===== config.mk =====
export PLATFORM = sky130hd
export DESIGN_NAME = mem_bus_arbiter_flat
export DESIGN_NICKNAME = d
export VERILOG_FILES = /design/src/rtl/mem_bus_arbiter_if.sv /design/src/rtl/mem_bus_arbiter.sv /design/src/flat_wrapper.sv
export SDC_FILE = /design/constraint.sdc
export NUM_CORES = 1
export LEC_CHECK = 0
export CAP_MARGIN = 20
export CORE_AREA = 4 4 193 195
export CTS_CLUSTER_SIZE = 24
export DETAILED_ROUTE_END_ITERATION = 6
export DIE_AREA = 0 0 197 199
export GPL_TIMING_DRIVEN = 0
export PLACE_DENSITY = 0.77
export SYNTH_ARGS = -nofsm -noshare
export SYNTH_HDL_FRONTEND = slang
export SYNTH_SLANG_ARGS = --single-unit

===== constraint.sdc =====
create_clock -name clock -period 4.1 [get_ports clock]
set_input_delay 1.025 -clock clock [delete_from_list [all_inputs] [get_ports clock]]
set_output_delay 1.025 -clock clock [all_outputs]
set_load 0.01 [all_outputs]

===== src/rtl/mem_bus_arbiter_if.sv =====
// mem_bus_arbiter_if: one requester port (CPU or DMA) of the shared memory bus arbiter.
// The requester drives master; the arbiter takes slave.
interface mem_bus_arbiter_if;
    logic        req;
    logic        write;
    logic [31:0] addr;
    logic [63:0] wdata;
    logic [1:0]  size;
    logic        ack;
    logic [63:0] rdata;

    modport master (output req, write, addr, wdata, size, input ack, rdata);
    modport slave  (input req, write, addr, wdata, size, output ack, rdata);
endinterface


===== src/rtl/mem_bus_arbiter.sv =====
// mem_bus_arbiter: CPU/DMA arbiter and sequencer for the shared memory bus with region decode and wait states.
// Optional ARB_ROUND_ROBIN_EN: alternate the winner on ties instead of fixed CPU priority.
module mem_bus_arbiter #(
    parameter int unsigned RAM_WAIT   = 0,
    parameter int unsigned ROM_WAIT   = 1,
    parameter int unsigned PERIF_WAIT = 2
) (
    input  logic             clock,
    input  logic             reset,
    mem_bus_arbiter_if.slave cpu,
    mem_bus_arbiter_if.slave dma,
    output logic [31:0]      mem_address,
    output logic [63:0]      mem_wdata,
    input  logic [63:0]      mem_rdata,
    output logic             mem_read,
    output logic             mem_write_en,
    output logic [1:0]       mem_size,
    output logic             ROM_select,
    output logic             RAM_select,
    output logic             PERIF_select,
    output logic             UNUSED_select,
    output logic             bus_error
);
    typedef enum logic [1:0] {IDLE, ACCESS, RESP} state_t;
    typedef enum logic [1:0] {REGION_ROM, REGION_RAM, REGION_PERIF, REGION_UNUSED} region_t;

    state_t      state;
    region_t     region_q;
    logic        owner_dma;
    logic        write_q;
    logic        error_q;
    logic [3:0]  wait_cnt;
    logic [63:0] rdata_q;
    logic [63:0] cpu_rdata_q;
    logic [63:0] dma_rdata_q;
    logic        cpu_ack_q;
    logic        dma_ack_q;

    logic        pick_dma;
    logic        sel_write;
    logic [31:0] sel_addr;
    logic [63:0] sel_wdata;
    logic [1:0]  sel_size;
    region_t     sel_region;
    logic [3:0]  sel_wait;

`ifdef ARB_ROUND_ROBIN_EN
    logic        last_grant_dma;
`endif

    // Winner selection and decode of the winner's qualifiers, consumed only at grant.
    always_comb begin
        pick_dma = dma.req && !cpu.req;
`ifdef ARB_ROUND_ROBIN_EN
        if (cpu.req && dma.req) begin
            pick_dma = !last_grant_dma;
        end
`endif
        sel_write = pick_dma ? dma.write : cpu.write;
        sel_addr  = pick_dma ? dma.addr  : cpu.addr;
        sel_wdata = pick_dma ? dma.wdata : cpu.wdata;
        sel_size  = pick_dma ? dma.size  : cpu.size;
        case (sel_addr[31:28])
            4'h0:    sel_region = REGION_ROM;
            4'h1:    sel_region = REGION_RAM;
            4'h2:    sel_region = REGION_PERIF;
            default: sel_region = REGION_UNUSED;
        endcase
        case (sel_region)
            REGION_ROM:   sel_wait = 4'(ROM_WAIT);
            REGION_RAM:   sel_wait = 4'(RAM_WAIT);
            REGION_PERIF: sel_wait = 4'(PERIF_WAIT);
            default:      sel_wait = 4'd0;
        endcase
    end

    always_ff @(posedge clock or negedge reset) begin
        if (!reset) begin
            state         <= IDLE;
            region_q      <= REGION_ROM;
            owner_dma     <= 1'b0;
            write_q       <= 1'b0;
            error_q       <= 1'b0;
            wait_cnt      <= 4'd0;
            rdata_q       <= 64'd0;
            cpu_rdata_q   <= 64'd0;
            dma_rdata_q   <= 64'd0;
            cpu_ack_q     <= 1'b0;
            dma_ack_q     <= 1'b0;
            bus_error     <= 1'b0;
            mem_address   <= 32'd0;
            mem_wdata     <= 64'd0;
            mem_read      <= 1'b0;
            mem_write_en  <= 1'b0;
            mem_size      <= 2'd0;
            ROM_select    <= 1'b0;
            RAM_select    <= 1'b0;
            PERIF_select  <= 1'b0;
            UNUSED_select <= 1'b0;
`ifdef ARB_ROUND_ROBIN_EN
            last_grant_dma <= 1'b1;
`endif
        end else begin
            cpu_ack_q <= 1'b0;
            dma_ack_q <= 1'b0;
            bus_error <= 1'b0;
            case (state)
                IDLE: begin
                    if (cpu.req || dma.req) begin
                        owner_dma     <= pick_dma;
                        write_q       <= sel_write;
                        region_q      <= sel_region;
                        wait_cnt      <= sel_wait;
                        error_q       <= (sel_region == REGION_UNUSED) ||
                                         (sel_region == REGION_ROM && sel_write);
                        mem_address   <= sel_addr;
                        mem_wdata     <= sel_wdata;
                        mem_size      <= sel_size;
                        // ROM writes and UNUSED accesses keep their select but never strobe.
                        mem_read      <= !sel_write && (sel_region != REGION_UNUSED);
                        mem_write_en  <= sel_write &&
                                         (sel_region == REGION_RAM || sel_region == REGION_PERIF);
                        ROM_select    <= (sel_region == REGION_ROM);
                        RAM_select    <= (sel_region == REGION_RAM);
                        PERIF_select  <= (sel_region == REGION_PERIF);
                        UNUSED_select <= (sel_region == REGION_UNUSED);
`ifdef ARB_ROUND_ROBIN_EN
                        last_grant_dma <= pick_dma;
`endif
                        state         <= ACCESS;
                    end
                end
                ACCESS: begin
                    if (wait_cnt == 4'd0) begin
                        rdata_q       <= (region_q == REGION_UNUSED) ? 64'd0 : mem_rdata;
                        mem_address   <= 32'd0;
                        mem_wdata     <= 64'd0;
                        mem_size      <= 2'd0;
                        mem_read      <= 1'b0;
                        mem_write_en  <= 1'b0;
                        ROM_select    <= 1'b0;
                        RAM_select    <= 1'b0;
                        PERIF_select  <= 1'b0;
                        UNUSED_select <= 1'b0;
                        state         <= RESP;
                    end else begin
                        wait_cnt <= wait_cnt - 4'd1;
                    end
                end
                RESP: begin
                    if (owner_dma) begin
                        dma_ack_q <= 1'b1;
                        if (!write_q) begin
                            dma_rdata_q <= rdata_q;
                        end
                    end else begin
                        cpu_ack_q <= 1'b1;
                        if (!write_q) begin
                            cpu_rdata_q <= rdata_q;
                        end
                    end
                    bus_error <= error_q;
                    state     <= IDLE;
                end
                default: state <= IDLE;
            endcase
        end
    end

    assign cpu.ack   = cpu_ack_q;
    assign cpu.rdata = cpu_rdata_q;
    assign dma.ack   = dma_ack_q;
    assign dma.rdata = dma_rdata_q;
endmodule


===== src/flat_wrapper.sv =====
// flat-port wrapper written by rule: the top's interface ports become plain ports
module mem_bus_arbiter_flat 
#(
    parameter int unsigned RAM_WAIT   = 0,
    parameter int unsigned ROM_WAIT   = 1,
    parameter int unsigned PERIF_WAIT = 2
)
  (clock, reset, mem_address, mem_wdata, mem_rdata, mem_read, mem_write_en, mem_size, ROM_select, RAM_select, PERIF_select, UNUSED_select, bus_error, cpu_req, cpu_write, cpu_addr, cpu_wdata, cpu_size, cpu_ack, cpu_rdata, dma_req, dma_write, dma_addr, dma_wdata, dma_size, dma_ack, dma_rdata);
  mem_bus_arbiter_if cpu_i ();
  mem_bus_arbiter_if dma_i ();
  input  logic clock;
  input  logic reset;
  output logic [31:0] mem_address;
  output logic [63:0] mem_wdata;
  input  logic [63:0] mem_rdata;
  output logic mem_read;
  output logic mem_write_en;
  output logic [1:0] mem_size;
  output logic ROM_select;
  output logic RAM_select;
  output logic PERIF_select;
  output logic UNUSED_select;
  output logic bus_error;
  input wire logic [$bits(cpu_i.req)-1:0] cpu_req;
  input wire logic [$bits(cpu_i.write)-1:0] cpu_write;
  input wire logic [$bits(cpu_i.addr)-1:0] cpu_addr;
  input wire logic [$bits(cpu_i.wdata)-1:0] cpu_wdata;
  input wire logic [$bits(cpu_i.size)-1:0] cpu_size;
  output wire logic [$bits(cpu_i.ack)-1:0] cpu_ack;
  output wire logic [$bits(cpu_i.rdata)-1:0] cpu_rdata;
  input wire logic [$bits(dma_i.req)-1:0] dma_req;
  input wire logic [$bits(dma_i.write)-1:0] dma_write;
  input wire logic [$bits(dma_i.addr)-1:0] dma_addr;
  input wire logic [$bits(dma_i.wdata)-1:0] dma_wdata;
  input wire logic [$bits(dma_i.size)-1:0] dma_size;
  output wire logic [$bits(dma_i.ack)-1:0] dma_ack;
  output wire logic [$bits(dma_i.rdata)-1:0] dma_rdata;
  assign cpu_i.req = cpu_req;
  assign cpu_i.write = cpu_write;
  assign cpu_i.addr = cpu_addr;
  assign cpu_i.wdata = cpu_wdata;
  assign cpu_i.size = cpu_size;
  assign cpu_ack = cpu_i.ack;
  assign cpu_rdata = cpu_i.rdata;
  assign dma_i.req = dma_req;
  assign dma_i.write = dma_write;
  assign dma_i.addr = dma_addr;
  assign dma_i.wdata = dma_wdata;
  assign dma_i.size = dma_size;
  assign dma_ack = dma_i.ack;
  assign dma_rdata = dma_i.rdata;
  mem_bus_arbiter #(.RAM_WAIT(RAM_WAIT), .ROM_WAIT(ROM_WAIT), .PERIF_WAIT(PERIF_WAIT)) u_core (.clock(clock), .reset(reset), .cpu(cpu_i), .dma(dma_i), .mem_address(mem_address), .mem_wdata(mem_wdata), .mem_rdata(mem_rdata), .mem_read(mem_read), .mem_write_en(mem_write_en), .mem_size(mem_size), .ROM_select(ROM_select), .RAM_select(RAM_select), .PERIF_select(PERIF_select), .UNUSED_select(UNUSED_select), .bus_error(bus_error));
endmodule

### Yosys cells after proc, flatten, opt, wreduce, memory -nomap -nowiden

Index checks and enable logic that the tools add are counted.

| cells by class | value |
|---|---|
| reduce and logical (&&, ||, !) cells | 21 |
| multipliers | 0 |
| muxes and demuxes | 40 |
| eq/ne operators | 12 |
| magnitude comparators | 0 |
| bitwise logic cells | 2 |
| div/mod/pow operators | 0 |
| add/sub/neg operators | 1 |
| shift operators | 0 |

Operators with widths:

| kind | count |
|---|---|
| 64-bit 2-to-1 mux | 4 |
| 64-bit one-hot mux with 2 select lines | 1 |
| 32-bit 2-to-1 mux | 3 |
| 32-bit one-hot mux with 2 select lines | 1 |
| 1-bit 2-to-1 mux | 13 |
| 1-bit one-hot mux with 2 select lines | 6 |
| 2-bit one-hot mux with 2 select lines | 3 |
| 3-bit AND reduction | 4 |
| 2-bit 2-to-1 mux | 5 |
| 2-bit equality test, second input constant | 4 |
| 4-bit zero test | 2 |
| 4-bit 2-to-1 mux | 2 |
| 4-bit one-hot mux with 2 select lines | 1 |
| 2-bit one-hot mux with 3 select lines | 1 |
| 2-bit AND reduction | 3 |
| 2-bit by 1-bit equality test with 1-bit output, second input constant | 2 |
| 4-bit by 1-bit equality test with 1-bit output, second input constant | 1 |
| 4-bit by 2-bit equality test with 1-bit output, second input constant | 1 |
| 1-bit logical AND | 4 |
| 2-bit zero test | 2 |
| 2-bit by 1-bit != test with 1-bit output, second input constant | 2 |
| 2-bit != test, second input constant | 2 |
| 4-bit by 1-bit subtractor with 4-bit output, second input constant | 1 |
| 1-bit logical OR | 3 |
| other kinds (3) | 5 |

| word-level totals | value |
|---|---|
| bits in registers | 310 |
| word-level logic and storage cells | 97 |
| memories kept | 0 |
| input port bits | 266 |
| RAM bits | 0 |
| bits in latches | 0 |
| output and inout bits | 235 |
| memory bits (read-only) | 0 |

### Depth between registers and ports, before layout

Gate-level depths: netlist (run 1).

| logic depth | value |
|---|---|
| depth in word-level cells | 10 |
| mapped depth | 9 |
| depth with buffers taken out | 7 |

### Worst setup path before layout (run 1)

OpenSTA, ideal clock, no wires.

| timing | value |
|---|---|
| path type | input to register |
| from | input dma_addr[30] |
| to | register u_core.wait_cnt[0] |
| path buffers | 0 |
| arrival | 2.556 ns |
| stages on the path | 6 |
| path slack | 1.440 ns |
| required time | 3.996 ns |
| setup time | 0.104 ns |
| cell sequence | or4b_1 > o31ai_2 > o21ai_0 > ha_1 > o21bai_1 > a221oi_1 |

| on the way | value |
|---|---|
| word-level cells in the longest chain between the ends | 7 |
| elaborated cells between the ends (all ways) | 10 |
| those cells by class | eq/ne: 3; mux: 5; reduce/logical: 2 |

RTL lines:

| what | line | text |
|---|---|---|
| start: declaration | flat_wrapper.sv:33 | `input wire logic [$bits(dma_i.addr)-1:0] dma_addr;` |
| 32-bit 2-to-1 mux * | mem_bus_arbiter.sv:60 | `sel_addr = pick_dma ? dma.addr : cpu.addr;` |
| 4-bit by 2-bit equality test with 1-bit output, or another cell as far along | mem_bus_arbiter.sv:63 | `case (sel_addr[31:28])` |
| 2-bit one-hot mux with 3 select lines * | mem_bus_arbiter.sv:63 |  |
| 2-bit equality test / 2-bit zero test (equally long branches) | mem_bus_arbiter.sv:69 | `case (sel_region)` |
| 2-bit one-hot mux with 2 select lines * | mem_bus_arbiter.sv:69 |  |
| 4-bit 2-to-1 mux * | mem_bus_arbiter.sv:109 | `if (cpu.req \|\| dma.req) begin` |
| 4-bit one-hot mux with 2 select lines * | mem_bus_arbiter.sv:107 | `case (state)` |
| end signal: assignment | mem_bus_arbiter.sv:113 | `wait_cnt <= sel_wait;` |
| end signal: assignment | mem_bus_arbiter.sv:147 | `wait_cnt <= wait_cnt - 4'd1;` |
| end: declaration | mem_bus_arbiter.sv:32 | `logic [3:0] wait_cnt;` |

Mark *: on every way between the ends. The rest lies on a longest branch, timed or not. The select of a mux whose other input is x is not followed.
A chain may end at the register's enable or synchronous reset.

### Final worst setup path (run 1)

| timing | value |
|---|---|
| from | input cpu_req |
| to | register u_core.mem_read |

| on the way | value |
|---|---|
| word-level cells in the longest chain between the ends | 9 |
| elaborated cells between the ends (all ways) | 16 |
| those cells by class | eq/ne: 4; mux: 5; reduce/logical: 7 |

RTL lines:

| what | line | text |
|---|---|---|
| start: declaration | flat_wrapper.sv:24 | `input wire logic [$bits(cpu_i.req)-1:0] cpu_req;` |
| 1-bit zero test | mem_bus_arbiter.sv:53 | `pick_dma = dma.req && !cpu.req;` |
| 1-bit logical AND | mem_bus_arbiter.sv:53 |  |
| 32-bit 2-to-1 mux | mem_bus_arbiter.sv:60 |  |
| 4-bit by 2-bit equality test with 1-bit output, or another cell as far along | mem_bus_arbiter.sv:63 |  |
| 2-bit one-hot mux with 3 select lines | mem_bus_arbiter.sv:63 |  |
| 2-bit != test | mem_bus_arbiter.sv:120 | `mem_read <= !sel_write && (sel_region != REGION_UNUSED);` |
| 1-bit logical AND | mem_bus_arbiter.sv:120 |  |
| 1-bit 2-to-1 mux | mem_bus_arbiter.sv:109 |  |
| 1-bit one-hot mux with 2 select lines | mem_bus_arbiter.sv:107 |  |
| end signal: assignment | mem_bus_arbiter.sv:120 |  |
| end: declaration | mem_bus_arbiter.sv:15 | `output logic mem_read,` |

Parallel ways exist; a longest one is shown, timed or not. The select of a mux whose other input is x is not followed.

==> results of run 1 <==
-- layer usage --
| layer | vias to the layer above | wire length [um] | GRT usage | share of wire |
|---|---|---|---|---|
| met5 | - | 68 | 0 | 0.0015 |
| met4 | 10 | 1037 | 0.05701 | 0.023 |
| met3 | 68 | 3182 | 0.05251 | 0.069 |
| met2 | 420 | 24470 | 0.4147 | 0.53 |
| met1 | 5261 | 17070 | 0.2608 | 0.37 |
| li1 | 4915 | - | - | - |
-- metrics by stage --
step | util | hold slack [ns]
after floorplan | - | 0.4496
after global placement | 0.5359 | 0.4680
after detailed placement | 0.5376 | 0.4799
after CTS | 0.5710 | 0.4918
after global routing | 0.5711 | 0.5134
final | 0.5711 | 0.4909
-- sequential cells by signal, summed over array words and instances, names as in the netlist, 2 cells and up --
register,cells
u_core.rdata_q,64
u_core.state,2
u_core.cpu.rdata,64
u_core.region_q,2
u_core.dma.rdata,64
u_core.mem_address,32
u_core.wait_cnt,4
u_core.mem_wdata,64
u_core.mem_size,2
-- power groups by stage --
stage,sequential [mW],clock [mW],combinational (mW)
2_1_floorplan,5.05,0,1.90
3_3_place_gp,4.76,0,5.04
3_5_place_dp,4.80,0,5.15
4_1_cts,4.76,3.24,5.18
5_1_grt,4.87,3.37,5.48
6_report,4.76,3.17,5.09
-- cell usage in the layout (no fill, tap or decap), types with 3 or more instances in the layout --
cell	n
buf_2	20
dfrtp_1	310
nand2b_1	4
nand2_1	139
o21ai_0	84
clkbuf_1	38
clkbuf_16	36
a21oi_1	4
mux2_4	60
mux2_2	68
clkbuf_8	10
nand3_1	161
nand3_2	5
buf_6	20
o21ai_2	10
buf_4	11
inv_1	4
o21ai_1	10
mux2i_1	100
ha_1	5
clkdlybuf4s50_1	499
nor2_1	10
nor3_1	4
inv_6	3
nor3b_1	4
clkinv_2	3
-- worst max-delay path: stages --
cell and delay (ns):
clkdlybuf4s50_1 0.60, nand2b_1 0.14, buf_2 0.15, buf_2 0.30, nor3b_1 0.09, o21ai_0 0.44, ha_1 0.25, a21bo_2 0.28
a31o_2 0.24
-- Yosys cell counts, types with 5 or more instances --
cell	instances
dfrtp_1	310
nand3_1	161
nand2_1	139
mux2i_1	100
o21ai_0	84
mux2_2	68
mux2_4	60
clkbuf_1	31
buf_2	20
buf_6	20
buf_4	11
nor2_1	10
o21ai_1	10
o21ai_2	10
ha_1	5
nand3_2	5
-- final cells by class --
class	instances	area (um2)
Clock inverter	9	117.6
Timing Repair Buffer	502	5065
Clock buffer	53	1065
Tap cell	461	576.8
Fill cell	2984	15180
Inverter	5	18.77
Multi-Input combinational cell	699	5086
Sequential cell	310	7757
Buffer	82	524.3
Antenna cell	2	5.005
-- cells by family (layout without fill, tap and decap cells) --
| group | count (synthesis) | after routing | synth area share |
|---|---|---|---|
| flops | 310 | 310 | 0.5795 |
| other cells | 0 | 2 | 0 |
| xor+xnor | 2 | 2 | 0.001309 |
| buf+inv | 87 | 651 | 0.04056 |
| mux | 228 | 228 | 0.1993 |
| simple gates | 345 | 345 | 0.1240 |
| compound gates | 119 | 119 | 0.05066 |
| fa+ha+maj | 5 | 5 | 0.004673 |
-- path summary, 6_finish.rpt --
| path | startpoint | slack, ns | endpoint | depth (start not counted) |
|---|---|---|---|---|
| max in group asynchronous | reset | 2.52 | u_core.mem_wdata[24] | 2 |
| min in group asynchronous | reset | 0.51 | u_core.dma.rdata[38] | 1 |
| worst max register to register | u_core.wait_cnt[0] | 1.64 | u_core.rdata_q[29] | 8 |
| worst min-delay path | u_core.mem_wdata[28] | 0.49 | u_core.mem_wdata[28] | 2 |
| worst min register to register | u_core.mem_wdata[28] | 0.49 | u_core.mem_wdata[28] | 2 |
| worst max-delay path | cpu_req | 0.98 | u_core.mem_read | 9 |
==> results.sh, run 1 <==
export IMPL_outcome="completed"
export IMPL_drive_above_1_share=0.1596
export IMPL_synthCells=1096
export IMPL_yosysSeqAreaShare=0.5795
export IMPL_slew_headroom=0.5058
export IMPL_setup_viol=0
export IMPL_synth_area_leaders="dfrtp_1 (58%), mux2i_1 (7.5%), mux2_4 (6.7%)"
export IMPL_cts_buffer_depth=3
export IMPL_endpoint_kind="flip-flop"
export IMPL_num_rows=69
export IMPL_fmax_ghz=0.3206
export IMPL_rsz0062_at_grt="no"
export IMPL_initialDrtViolationCount=512
export IMPL_cp_arrival_ns=3.52
export IMPL_overflow=0
export IMPL_synth_async_reset_ratio=1.000
export IMPL_synth_flop_cell="dfrtp_1"
export IMPL_synth_edf_count=0
export IMPL_syn_area_per_cell_um2=12.21
export IMPL_crit_fanout=10
export IMPL_vias_per_cell=5.028
export IMPL_seq_power_share=0.365
export IMPL_syn_area_um2=13390
export IMPL_netlist_area_leader_share=0.5795
export IMPL_clkSlewWorstSetupHoldPaths_ns=0.05
export IMPL_power_density_nw_per_um2=644.1
export IMPL_syn2layout_area_growth_pct=51.01
export IMPL_power_leakage_nw=9.530
export IMPL_num_io_pins=501
export IMPL_period_minus_slack_ns=3.119
export IMPL_first_pass_iters=5
export IMPL_dp_slack_ns=0.4528
export IMPL_place_inst=2059
export IMPL_port_buffers=500
export IMPL_post_cts_setup_buffer_count=0
export IMPL_synth_fp_nets=1367
export IMPL_cts_tree="yes"
export IMPL_fin_crit_sh=0.7608
export IMPL_stdcell_count=2123
export IMPL_drc=0
export IMPL_required_ns=4.50
export IMPL_drt_wl_total_um=45830
export IMPL_swShare=0.3360
export IMPL_place_hpwl_um=35170
export IMPL_postCtsHoldBufs=0
export IMPL_hold_class="flip-flop to flip-flop"
export IMPL_numCtsBuffers=35
export IMPL_ir_worst_vdd_uv=374.3
export IMPL_clock_latency_ns=0.51
export IMPL_skew_ns=0.01217
export IMPL_ys_ff_latch=310
export IMPL_grt_pass1_vias=11160
export IMPL_die_w_um=197
export IMPL_grt_antenna_before_repair=7
export IMPL_hold_viol=0
export IMPL_finalInstanceArea_um2=20220
export IMPL_vias=10674
export IMPL_nets=1906
export IMPL_cap_violations=0
export IMPL_yosys_warnings=0
export IMPL_cts_sink_count=310
export IMPL_gp_congestion=0.8540
export IMPL_path_class="primary input to flip-flop"
export IMPL_die_y_um=199
export IMPL_p_switching_mw=4.376
export IMPL_finalPower_mw=13.02
export IMPL_final_setup_tns_ns=0
export IMPL_die_area_um2=39200
export IMPL_grt_usage=0.2236
export IMPL_p_clk_frac=0.244
export IMPL_core_area_um2=35400
export IMPL_start_util=0.3782
export IMPL_post_drt_wl_per_cell_um=21.59
export IMPL_slew_viol_final=0
export IMPL_cts_resized=0
export IMPL_ant_nets=0
export IMPL_p_int_mw=8.646
export IMPL_synthDistinctLibCells=48
export IMPL_grt_max_degree=114
export IMPL_dpl_cell_area_um2=19030
export IMPL_cts_htree_levels=2
export IMPL_grt_pass1_wl_um=67770
export IMPL_cp_start_kind="primary input"
export IMPL_clockRootBuffer="clkbuf_16"
export IMPL_finalWorstSetupSlack_ns=0.9806
export IMPL_synth_largest_area_cell="dfrtp_1"
export IMPL_p_comb_frac=0.391
export IMPL_worst_slew_pin_slew_ns=0.7389
(Power assumes the default switching activity.)
==> run 2: changes to the inputs <==
Settings changed: CORE_AREA 4 4 193 195 to 4 4 194 196, DIE_AREA 0 0 197 199 to 0 0 198 200, PLACE_DENSITY 0.77 to 0.76.
Clock period 4.1 ns to 2.89 ns, I/O delays scaled along.
==> run 2 against run 1 <==
Effect of this change:
- via count shrank 0.26%
- critical path depth unchanged
- clock-buffer cell count fell by 7
- global-route usage decreased by 0.31 points
- sequential share of layout area barely moved
- total power increased by 42%
- flip-flop and latch count unchanged
- die area is 1.0% higher
- critical endpoint unchanged
- largest power group unchanged
==> results.sh, run 2 (same netlist as run 1, synthesis figures left out) <==
export IMPL_endpoint_kind="flip-flop"
export IMPL_nets=1906
export IMPL_post_drt_wl_per_cell_um=21.33
export IMPL_setup_viol=0
export IMPL_r2r_cells=8
export IMPL_vias=10646
export IMPL_grt_pass1_vias=11310
export IMPL_cp_start_kind="primary input"
export IMPL_die_y_um=200
export IMPL_crit_reg2reg_capture="u_core.mem_wdata[5]"
export IMPL_cts_htree_levels=2
export IMPL_max_stage_delay_ns=0.56
export IMPL_place_hpwl_um=35040
export IMPL_numCtsBuffers=35
export IMPL_reg2reg_setup_slack_ns=0.43
export IMPL_cts_resized=0
export IMPL_stdcell_count=2130
export IMPL_syn2layout_area_growth_pct=50.95
export IMPL_postCtsHoldBufs=0
export IMPL_first_pass_iters=4
export IMPL_outcome="completed"
export IMPL_vias_per_cell=4.998
export IMPL_die_area_um2=39600
export IMPL_period_minus_slack_ns=2.751
export IMPL_power_leakage_nw=9.517
export IMPL_num_rows=70
export IMPL_ant_nets=0
export IMPL_power_density_nw_per_um2=915.1
export IMPL_cp_common_cell="buf_2"
export IMPL_cts_sink_count=310
export IMPL_grt_usage=0.2205
export IMPL_rsz0062_at_grt="no"
export IMPL_crit_path_cell_trace="clkdlybuf4s50_1 > nand2b_1 > buf_2 > buf_2 > nor3b_1 > o21ai_0 > ha_1 > a21bo_2 > a31o_2"
export IMPL_grtUsageMet3=0.04129
export IMPL_layout_commonest_cell="clkdlybuf4s50_1"
export IMPL_core_area_um2=36080
export IMPL_place_inst=2066
export IMPL_ir_worst_vdd_uv=671.5
export IMPL_r2r_start="u_core.wait_cnt[0]"
export IMPL_final_setup_tns_ns=0
export IMPL_drive_above_1_share=0.1603
export IMPL_crit_family="buffers and inverters"
export IMPL_fin_crit_sh=0.9518
export IMPL_slowest_stage="clkdlybuf4s50_1"
export IMPL_drt_wl_total_um=45430
export IMPL_post_route_util=0.5600
export IMPL_num_io_pins=501
export IMPL_clock_latency_ns=0.53
export IMPL_overflow=0
export IMPL_gr_usage_met1=0.2541
export IMPL_gp_congestion=0.8618
export IMPL_grt_antenna_before_repair=3
export IMPL_cap_violations=0
export IMPL_cts_tree="yes"
export IMPL_finalInstanceArea_um2=20210
export IMPL_slew_headroom=0.4572
export IMPL_fmax_ghz=0.3635
export IMPL_hold_viol=0
export IMPL_finalPower_mw=18.49
export IMPL_clockRootBuffer="clkbuf_16"
export IMPL_crit_buf_inv=3
export IMPL_port_buffers=500
export IMPL_slew_viol_final=0
export IMPL_path_class="primary input to flip-flop"
export IMPL_clkSlewWorstSetupHoldPaths_ns=0.06
export IMPL_die_w_um=198
export IMPL_required_ns=3.30
export IMPL_hold_class="primary input to asynchronous set/reset pin"
export IMPL_post_cts_setup_buffer_count=0
export IMPL_start_util=0.3710
export IMPL_worst_slew_pin_slew_ns=0.8142
export IMPL_skew_ns=0.02344
export IMPL_grt_pass1_wl_um=67300
export IMPL_cts_buffer_depth=3
export IMPL_grt_max_degree=118
export IMPL_crit_fanout=10
export IMPL_dpl_cell_area_um2=19040
export IMPL_mostFrequentLayoutCells="clkdlybuf4s50_1 (499), dfrtp_1 (310), nand3_1 (161)"
export IMPL_drc=0
export IMPL_use_met2=0.4015
export IMPL_grt_busiest_layer="met2"
export IMPL_initialDrtViolationCount=464
export IMPL_cp_arrival_ns=3.16
run 2: cell count changes in the layout (fill, tap and decap cells not counted), sizes merged:
cell      change
clkbuf        -7
clkinv        +4
clkinvlp      +2
bufinv        +1
diode         +1
inv           -1
run 2: cell type report:
| type | count | area (um2) |
|---|---|---|
| clock buffer | 46 | 988.4 |
| antenna | 3 | 7.507 |
| timing repair buffer | 502 | 5065 |
| tap | 468 | 585.6 |
| buffer | 82 | 524.3 |
| sequential | 310 | 7757 |
| fill | 3055 | 15880 |
| clock inverter | 15 | 173.9 |
| inverter | 5 | 18.77 |
| multi-input combinational | 699 | 5086 |
run 2: worst max-delay path by stage:
stage	start	end	depth (start not counted)
6_report	cpu_req	u_core.mem_read	9
3_5_place_dp	cpu_req	u_core.mem_read	9
3_3_place_gp	reset	u_core.mem_wdata[18]	1
4_1_cts	cpu_req	u_core.mem_read	9
2_1_floorplan	dma_addr[30]	u_core.wait_cnt[0]	6
5_1_grt	cpu_req	u_core.mem_read	9
run 2: stage by stage:
stage | hold WS (ns) | setup WS, ns
CTS | 0.2647 | 0.1060
detailed placement | 0.4792 | -0.4158
finish | 0.2335 | 0.1393
global placement | 0.4671 | -12.18
floorplan | 0.4269 | 0.5325
global route | 0.2961 | 0.03090
run 2: power by group:
| part | switching [mW] | leakage [nW] | internal (mW) |
|---|---|---|---|
| Combinational | 3.52 | 4.83 | 3.72 |
| Clock | 1.81 | 0.572 | 2.69 |
| Sequential | 0.943 | 4.11 | 5.81 |
run 2: metal layers:
| layer | up-vias | part of all wire |
|---|---|---|
| li1 | 4905 | - |
| met1 | 5219 | 0.37 |
| met2 | 424 | 0.52 |
| met3 | 98 | 0.064 |
| met4 | 0 | 0.048 |
| met5 | - | 0 |
run 2: worst register-to-register path: stages (launching register included):
cell and delay [ns]:
dfrtp_1 0.38, inv_1 0.08, ha_1 0.20, nor3b_2 0.17, nand3b_1 0.30, buf_2 0.49, clkbuf_1 0.46, nand3_1 0.19
o21ai_0 0.11
